## config.mk

```make
export PLATFORM = sky130hd
export DESIGN_NAME = pc_fetch_stage
export DESIGN_NICKNAME = d
export VERILOG_FILES = /design/src/rtl/pc_fetch_stage.sv
export SDC_FILE = /design/constraint.sdc
export NUM_CORES = 1
export LEC_CHECK = 0
export CAP_MARGIN = 5
export CORE_MARGIN = 2
export CORE_UTILIZATION = 30
export CTS_CLUSTER_DIAMETER = 120
export DETAILED_ROUTE_END_ITERATION = 16
export GPL_TIMING_DRIVEN = 1
export PLACE_DENSITY = 0.62
export REMOVE_ABC_BUFFERS = 1
export SLEW_MARGIN = 20
export SYNTH_ARGS = -nofsm -noshare
export SYNTH_HDL_FRONTEND = slang
export SYNTH_SLANG_ARGS = --single-unit
```

## constraint.sdc

```tcl
create_clock -name clk -period 2 [get_ports clk]
set_input_delay 0.2 -clock clk [delete_from_list [all_inputs] [get_ports clk]]
set_output_delay 0.2 -clock clk [all_outputs]
set_load 0.005 [all_outputs]
```

## src/rtl/pc_fetch_stage.sv

```systemverilog
// Instruction-fetch stage of the RV32I pipeline.
// This stage owns the PC, drives the instruction-memory address and loads the IF/ID register.
// Redirects from the branch unit flush the wrong-path fetch and are counted in flush_cnt.
// The stage also honours hazard stalls, memory wait states and ebreak halt/resume.
module pc_fetch_stage #(
  parameter logic [31:0] RESET_PC  = 32'h0000_0000,
  parameter logic [31:0] NOP_INSTR = 32'h0000_0013
) (
  input  logic        clk,
  input  logic        rst_n,
  input  logic        next_pc_src,
  input  logic [31:0] target_pc,
  input  logic        stall,
  input  logic        halt_req,
  input  logic        resume,
  output logic [31:0] imem_addr,
  input  logic [31:0] imem_rdata,
  input  logic        imem_ready,
  output logic [31:0] ifid_pc,
  output logic [31:0] ifid_pc4,
  output logic [31:0] ifid_instr,
  output logic        ifid_valid,
  output logic        halted,
  output logic [15:0] flush_cnt
);

  typedef enum logic [1:0] {
    ST_BOOT = 2'd0,
    ST_RUN  = 2'd1,
    ST_HALT = 2'd2
  } state_e;

  // What the IF/ID register does this cycle.
  typedef enum logic [1:0] {
    IFID_HOLD   = 2'd0,
    IFID_BUBBLE = 2'd1,
    IFID_FETCH  = 2'd2
  } ifid_sel_e;

  // Counter increment that sticks at all-ones instead of wrapping.
  function automatic logic [15:0] sat_inc16(input logic [15:0] v);
    if (v == 16'hFFFF) begin
      sat_inc16 = 16'hFFFF;
    end else begin
      sat_inc16 = v + 16'd1;
    end
  endfunction

  // Word-aligned redirect target; the low two bits are never meaningful for RV32I fetch.
  function automatic logic [31:0] align_word(input logic [31:0] a);
    align_word = {a[31:2], 2'b00};
  endfunction

  state_e      state_q, state_d;
  logic [31:0] pc_q, pc_d;
  logic [31:0] ifid_pc_q, ifid_pc_d;
  logic [31:0] ifid_pc4_q, ifid_pc4_d;
  logic [31:0] ifid_instr_q, ifid_instr_d;
  logic        ifid_valid_q, ifid_valid_d;
  logic        halted_q, halted_d;
  logic [15:0] flush_cnt_q, flush_cnt_d;

  ifid_sel_e   ifid_sel_s;
  logic [31:0] pc_plus4_s;

  // Sequential PC, wrapping naturally modulo 2^32.
  assign pc_plus4_s = pc_q + 32'd4;

  // FSM next state, PC update, flush counting and choice of IF/ID action.
  always_comb begin
    state_d     = state_q;
    pc_d        = pc_q;
    flush_cnt_d = flush_cnt_q;
    ifid_sel_s  = IFID_HOLD;
    case (state_q)
      ST_BOOT: begin
        // One settling cycle after reset: nothing is fetched.
        state_d    = ST_RUN;
        ifid_sel_s = IFID_BUBBLE;
      end
      ST_RUN: begin
        if (next_pc_src) begin
          // A redirect beats stall, halt and wait states: the fetched word is wrong-path.
          pc_d        = align_word(target_pc);
          ifid_sel_s  = IFID_BUBBLE;
          flush_cnt_d = sat_inc16(flush_cnt_q);
        end else begin
          if (halt_req) begin
            state_d = ST_HALT;
          end else begin
            state_d = ST_RUN;
          end
          if (stall) begin
            ifid_sel_s = IFID_HOLD;
          end else if (halt_req || !imem_ready) begin
            // Halting or waiting on memory: keep the PC and feed a bubble downstream.
            ifid_sel_s = IFID_BUBBLE;
          end else begin
            ifid_sel_s = IFID_FETCH;
            pc_d       = pc_plus4_s;
          end
        end
      end
      ST_HALT: begin
        ifid_sel_s = IFID_BUBBLE;
        if (next_pc_src) begin
          state_d     = ST_RUN;
          pc_d        = align_word(target_pc);
          flush_cnt_d = sat_inc16(flush_cnt_q);
        end else if (resume) begin
          state_d = ST_RUN;
        end else begin
          state_d = ST_HALT;
        end
      end
      default: begin
        // Unreachable encoding: fall back to a clean restart sequence.
        state_d    = ST_BOOT;
        ifid_sel_s = IFID_BUBBLE;
      end
    endcase
    if (state_d == ST_HALT) begin
      halted_d = 1'b1;
    end else begin
      halted_d = 1'b0;
    end
  end

  // IF/ID register input mux driven by the action chosen above.
  always_comb begin
    ifid_pc_d    = ifid_pc_q;
    ifid_pc4_d   = ifid_pc4_q;
    ifid_instr_d = ifid_instr_q;
    ifid_valid_d = ifid_valid_q;
    case (ifid_sel_s)
      IFID_HOLD: begin
        ifid_pc_d    = ifid_pc_q;
        ifid_pc4_d   = ifid_pc4_q;
        ifid_instr_d = ifid_instr_q;
        ifid_valid_d = ifid_valid_q;
      end
      IFID_BUBBLE: begin
        ifid_pc_d    = pc_q;
        ifid_pc4_d   = pc_plus4_s;
        ifid_instr_d = NOP_INSTR;
        ifid_valid_d = 1'b0;
      end
      IFID_FETCH: begin
        ifid_pc_d    = pc_q;
        ifid_pc4_d   = pc_plus4_s;
        ifid_instr_d = imem_rdata;
        ifid_valid_d = 1'b1;
      end
      default: begin
        ifid_pc_d    = pc_q;
        ifid_pc4_d   = pc_plus4_s;
        ifid_instr_d = NOP_INSTR;
        ifid_valid_d = 1'b0;
      end
    endcase
  end

  // All stage state; reset asynchronously drops any in-flight instruction and the counter.
  always_ff @(posedge clk or negedge rst_n) begin
    if (!rst_n) begin
      state_q      <= ST_BOOT;
      pc_q         <= RESET_PC;
      ifid_pc_q    <= 32'h0000_0000;
      ifid_pc4_q   <= 32'h0000_0000;
      ifid_instr_q <= NOP_INSTR;
      ifid_valid_q <= 1'b0;
      halted_q     <= 1'b0;
      flush_cnt_q  <= 16'h0000;
    end else begin
      state_q      <= state_d;
      pc_q         <= pc_d;
      ifid_pc_q    <= ifid_pc_d;
      ifid_pc4_q   <= ifid_pc4_d;
      ifid_instr_q <= ifid_instr_d;
      ifid_valid_q <= ifid_valid_d;
      halted_q     <= halted_d;
      flush_cnt_q  <= flush_cnt_d;
    end
  end

  assign imem_addr  = pc_q;
  assign ifid_pc    = ifid_pc_q;
  assign ifid_pc4   = ifid_pc4_q;
  assign ifid_instr = ifid_instr_q;
  assign ifid_valid = ifid_valid_q;
  assign halted     = halted_q;
  assign flush_cnt  = flush_cnt_q;

endmodule
```

# Yosys cells after proc, flatten, opt, wreduce, memory -nomap -nowiden
# Cells that the tools add are included.
# totals
out_inout_bits,146
inputBits,71
elab_cells,44
register_bits,148
# classes
muxes,18
addsub,2
eq_ne,8
n_reduce_logical,8
# op_table
cell,count
two-way mux 32 bit,4
one-hot mux 32 bit (2 select lines),2
"adder 32 x 3 -> 32 bit, second input constant",1
"adder 16 x 1 -> 16 bit, second input constant",1
"== test 16 bit, second input constant",1
two-way mux 16 bit,1
two-way mux 2 bit,8
"== test 2 bit, second input constant",3
"!= test 3 bit, second input constant",2
one-hot mux 2 bit (3 select lines),1
zero test 2 bit,2
AND reduction 4 bit,1
"== test 2 x 1 -> 1 bit, second input constant",1
"!= test 2 bit, second input constant",1
one-hot mux 1 bit (2 select lines),1
AND reduction 2 bit,1
nonzero test 2 bit,1
OR reduction 2 bit,1
zero test 1 bit,1
logical OR 1 bit,1
two-way mux 1 bit,1

# Longest topological paths before layout
# logic_depth
ltp_word,8
depth_mapped,9
ltp_nobuf,6

# Worst setup path after synthesis
# Ideal clock, no wire load.
# synth_timing
path_type,register -> register
start,register state_q[0]
end,"register pc_q[29], in the netlist imem_addr[29]"
setup_ns,0.126
n_path_buf,1
path_stages_with_launch,8
required_ns,1.874
period_less_slack_ns,2.171
setup_slack_ns,-0.171
t_arrival_ns,2.045
path_cell_list,dfrtp_1 -> inv_1 -> ha_1 -> or4b_4 -> a21o_1 -> clkbuf_1 -> a32o_1 -> a311o_1
# synth_via
elab_chain_len,3
word_cells_on_any_way,8
cone_classes,eq/ne: 5; mux: 1; reduce/logical: 2
# synth_lines
item,line,source
from (decl),54,"state_e state_q, state_d;"
from (signal assigned),175,state_q <= state_d;
== test 2 x 1 -> 1 bit / == test 2 bit (equally long branches),75,case (state_q)
"!= test 3 bit (no source line), or another cell as far along",-,
AND reduction 4 bit (no source line),-,
to (signal assigned),176,pc_q <= pc_d;
to (decl),55,"logic [31:0] pc_q, pc_d;"
# Several ways; a longest one is shown, not always the timed one.
# A chain may end at the register's enable or synchronous reset.

# Final worst setup path
# Same ends and word-level chain as after synthesis.

==> impl_metrics.toml <==
[status]
run_status = "complete, but fails checks"
failing_checks = "setup timing"

[sta]
report.final.setup_viol = 13
finalHoldWorstSlack_ns = 0.242
finalCriticalPeriod_ns = 2.09
timing.final.crit_share = 1.04
clock_skew_ns = 0.00754
grt_setup_unrepaired = "true"
tns_ns = -0.659
fin_ws_ns = -0.0851
worst-slew-pin-transition_ns = 0.515
hold_violations = 0
slew_headroom = 0.654
timing.fmax_mhz = 480
finalMaxSlewViolations = 0

[synthesis]
largest_family_of_logic_cells_by_synthesized_area = "simple AND/OR/NAND/NOR gates"
synthAdderAreaFrac = 0.0108
synth_edf_count = 0
synth_mux_area_frac = 0.00305
ys_top_cells_by_area = "dfrtp_1 50%, nand2_1 7.7%, a22o_1 3.6%"
post-synth-top-area-cell = "dfrtp_1"
synthCells = 736
ys_dominant_reg_cell = "dfrtp_1"
seq_area_frac_synth = 0.511
synthSimpleGateAreaFrac = 0.216
synth_xor_xnor_area_share = 0.0251
synth_top_area_share = 0.499
yosys_warnings = 0
synth.cells.most_frequent = "142 x nand2_1, 139 x dfrtp_1, 44 x clkbuf_1"
synth_area_per_cell_um2 = 9.47
most_numerous_cell_in_the_yosys_netlist = "nand2_1"
async_reset_ff_frac = 1.00
syn-cell-area_mm2 = 0.00697
synth_compound_gate_area_share = 0.185
ys_types = 61
ys_seq_elements = 142

[clock_tree]
numClockSinks = 142
worst_path_clk_slew_ns = 0.07
clockBufferDepth = 2
tritoncts = "done"
worstSkewPairLatency_ns = 0.43
ctsRootBufferMaster = "clkbuf_16"
cts_inserted_buffers = 17
cts-htree-levels = 4

[final_layout]
finalInstanceArea_mm2 = 0.0106
drive_above_1_share = 0.147
fin_nets = 1063
syn2layout_area_growth_pct = 51.9
antenna_cells = 0

[drt]
post_drt_via_cell_ratio = 5.12
totalWireLength_um = 22500
routed_antenna_nets = 0
detailroute.via_count = 6579
drtPass1Iterations = 4
wl_per_cell_um = 17.5
drcViolationCount = 0
dr.first_iter.drc_count = 332

[critical_path]
timing_worst_setup_path_type = "flip-flop to flip-flop"
worst-path-max-fanout = 6
worstPathCellList = "inv_2, ha_2, or4b_4, a21o_4, buf_6, a32o_1, a311o_1"
cp-start-kind = "flip-flop"
required_ns = 2.31
rr_startpoint = "state_q[0]"
worst_setup_path_end_kind = "flip-flop"
cp_slowest_cell = "or4b_4"
reg2reg_setup_slack_ns = -0.09
reg2regPathDepth = 7
cp_data_arrival_time_ns = 2.39
cpPeakStageDelay_ns = 0.52
rr_endpoint = "imem_addr[29]"

[global_route]
maximum_number_of_pins_on_one_net_before_global_route_repair = 57
antenna_violations_before_repair = 1
grt_overflow_total = 0
grt_pass1_wl_um = 35300
groute.usage.overall = 0.184
vias_in_the_first_global_route = 6374

[floorplanning]
design.die.area_mm2 = 0.0245
initial_core_util = 0.307
io-pin-count = 217
fp.coreArea_mm2 = 0.0227
die_height_um = 156
die_width_um = 156
row_count = 55

[placed_design]
portBuffers = 208
placed_area_mm2 = 0.00983
placed_wire_length_estimate_after_detailed_placement_um = 15800
weighted_congestion_at_the_end_of_routability_driven_global_placement = 0.880

[min_path]
holdCritPathClass = "input port to asynchronous set/reset pin"

[pwr]
design_power_total_uw = 14300
leak_uw = 0.00441
power.density_cell_area_mw_per_mm2 = 1350
vdd_ir_drop_max_mv = 0.543

[run]
maxCapViolCount = 0
## placed cells by master (no fill, tap or decap), types with 12 or more instances in the layout
master / netlist / routed
o211ai_1: 13 / 13
dfrtp_1: 139 / 138
a21oi_1: 18 / 14
clkbuf_16: 0 / 17
and3_1: 13 / 12
a31oi_1: 19 / 19
a22o_1: 29 / 29
nand4_1: 14 / 14
a32oi_1: 13 / 12
nand2_1: 142 / 142
or3_1: 15 / 15
clkdlybuf4s50_1: 0 / 207
nor2_1: 39 / 38
buf_4: 7 / 72
nand3_1: 31 / 30
o21ai_0: 32 / 27
## layer usage
layer,track usage,share of wire,vias up
met5,0,0.00049,-
met4,0.0581,0.016,2
met2,0.288,0.45,213
met1,0.239,0.45,3168
li1,-,-,3170
met3,0.0659,0.085,26
## final cells by class
cell class / count / area [µm²]
clock buffers: 17 / 425
repair buffers: 294 / 2860
multi-input cells: 522 / 3180
well taps: 285 / 357
flip-flops and latches: 142 / 3560
fillers: 2150 / 12100
clock inverters: 15 / 174
inverters: 9 / 33.8
## worst max-delay path by stage
stage / to / depth (start not counted) / start
6_report: imem_addr[29] / 7 / state_q[0]
4_1_cts: imem_addr[29] / 7 / state_q[0]
3_3_place_gp: imem_addr[29] / 6 / halt_req
5_1_grt: imem_addr[24] / 6 / state_q[1]
3_5_place_dp: imem_addr[29] / 6 / halt_req
2_1_floorplan: ifid_pc4[25] / 5 / state_q[1]
## cells by family after synthesis
family / count (synthesis)
AND/OR/NAND/NOR: 307
AO/OA/AOI/OAI: 180
flip-flops: 142
buffers and inverters: 78
XOR/XNOR: 20
adder cells (fa/ha/maj): 6
multiplexers: 2
other: 1
## state kept, by name, summed over array words and instances (netlist names)
signal / cells
ifid_instr: 32
ifid_pc4: 30
ifid_pc: 30
imem_addr: 30
flush_cnt: 16
state_q: 2
halted: 1
ifid_valid: 1
## report_power, final
group	switching [µW]	internal [µW]	leakage (µW)
sequential	687	3840	0.00170
clock	1410	1880	0.000294
combinational	2980	3520	0.00241
total	5080	9240	0.00441
## worst max-delay path, delay by kind of cell (launching register included)
kind	cells	cell delay, ns
AO/OA/AOI/OAI	3	0.72
AND/OR/NAND/NOR	1	0.52
buffers and inverters	2	0.17
adder cells (fa/ha/maj)	1	0.18
flip-flops	1	0.36
## stage by stage
step                setup WS (ns)   util  std cells
global route               -0.143  0.466       1284
global placement           -0.160  0.433       1244
floorplan                  -0.728      -        672
CTS                       -0.0776  0.462       1280
detailed placement         -0.178  0.433       1244
finish                    -0.0851  0.466       1284
## repair_timing
item / 4_1_cts / 5_1_grt
hold buffers: 1 / 0
resized for setup: 6 / 18
endpoints found under the hold margin: 37 / 0
pin swaps: 4 / 2
endpoints found under the setup margin: 27 / 33
buffers inserted: 2 / 3
gates cloned: 1 / 1
Power figures use the tool's default switching activity.
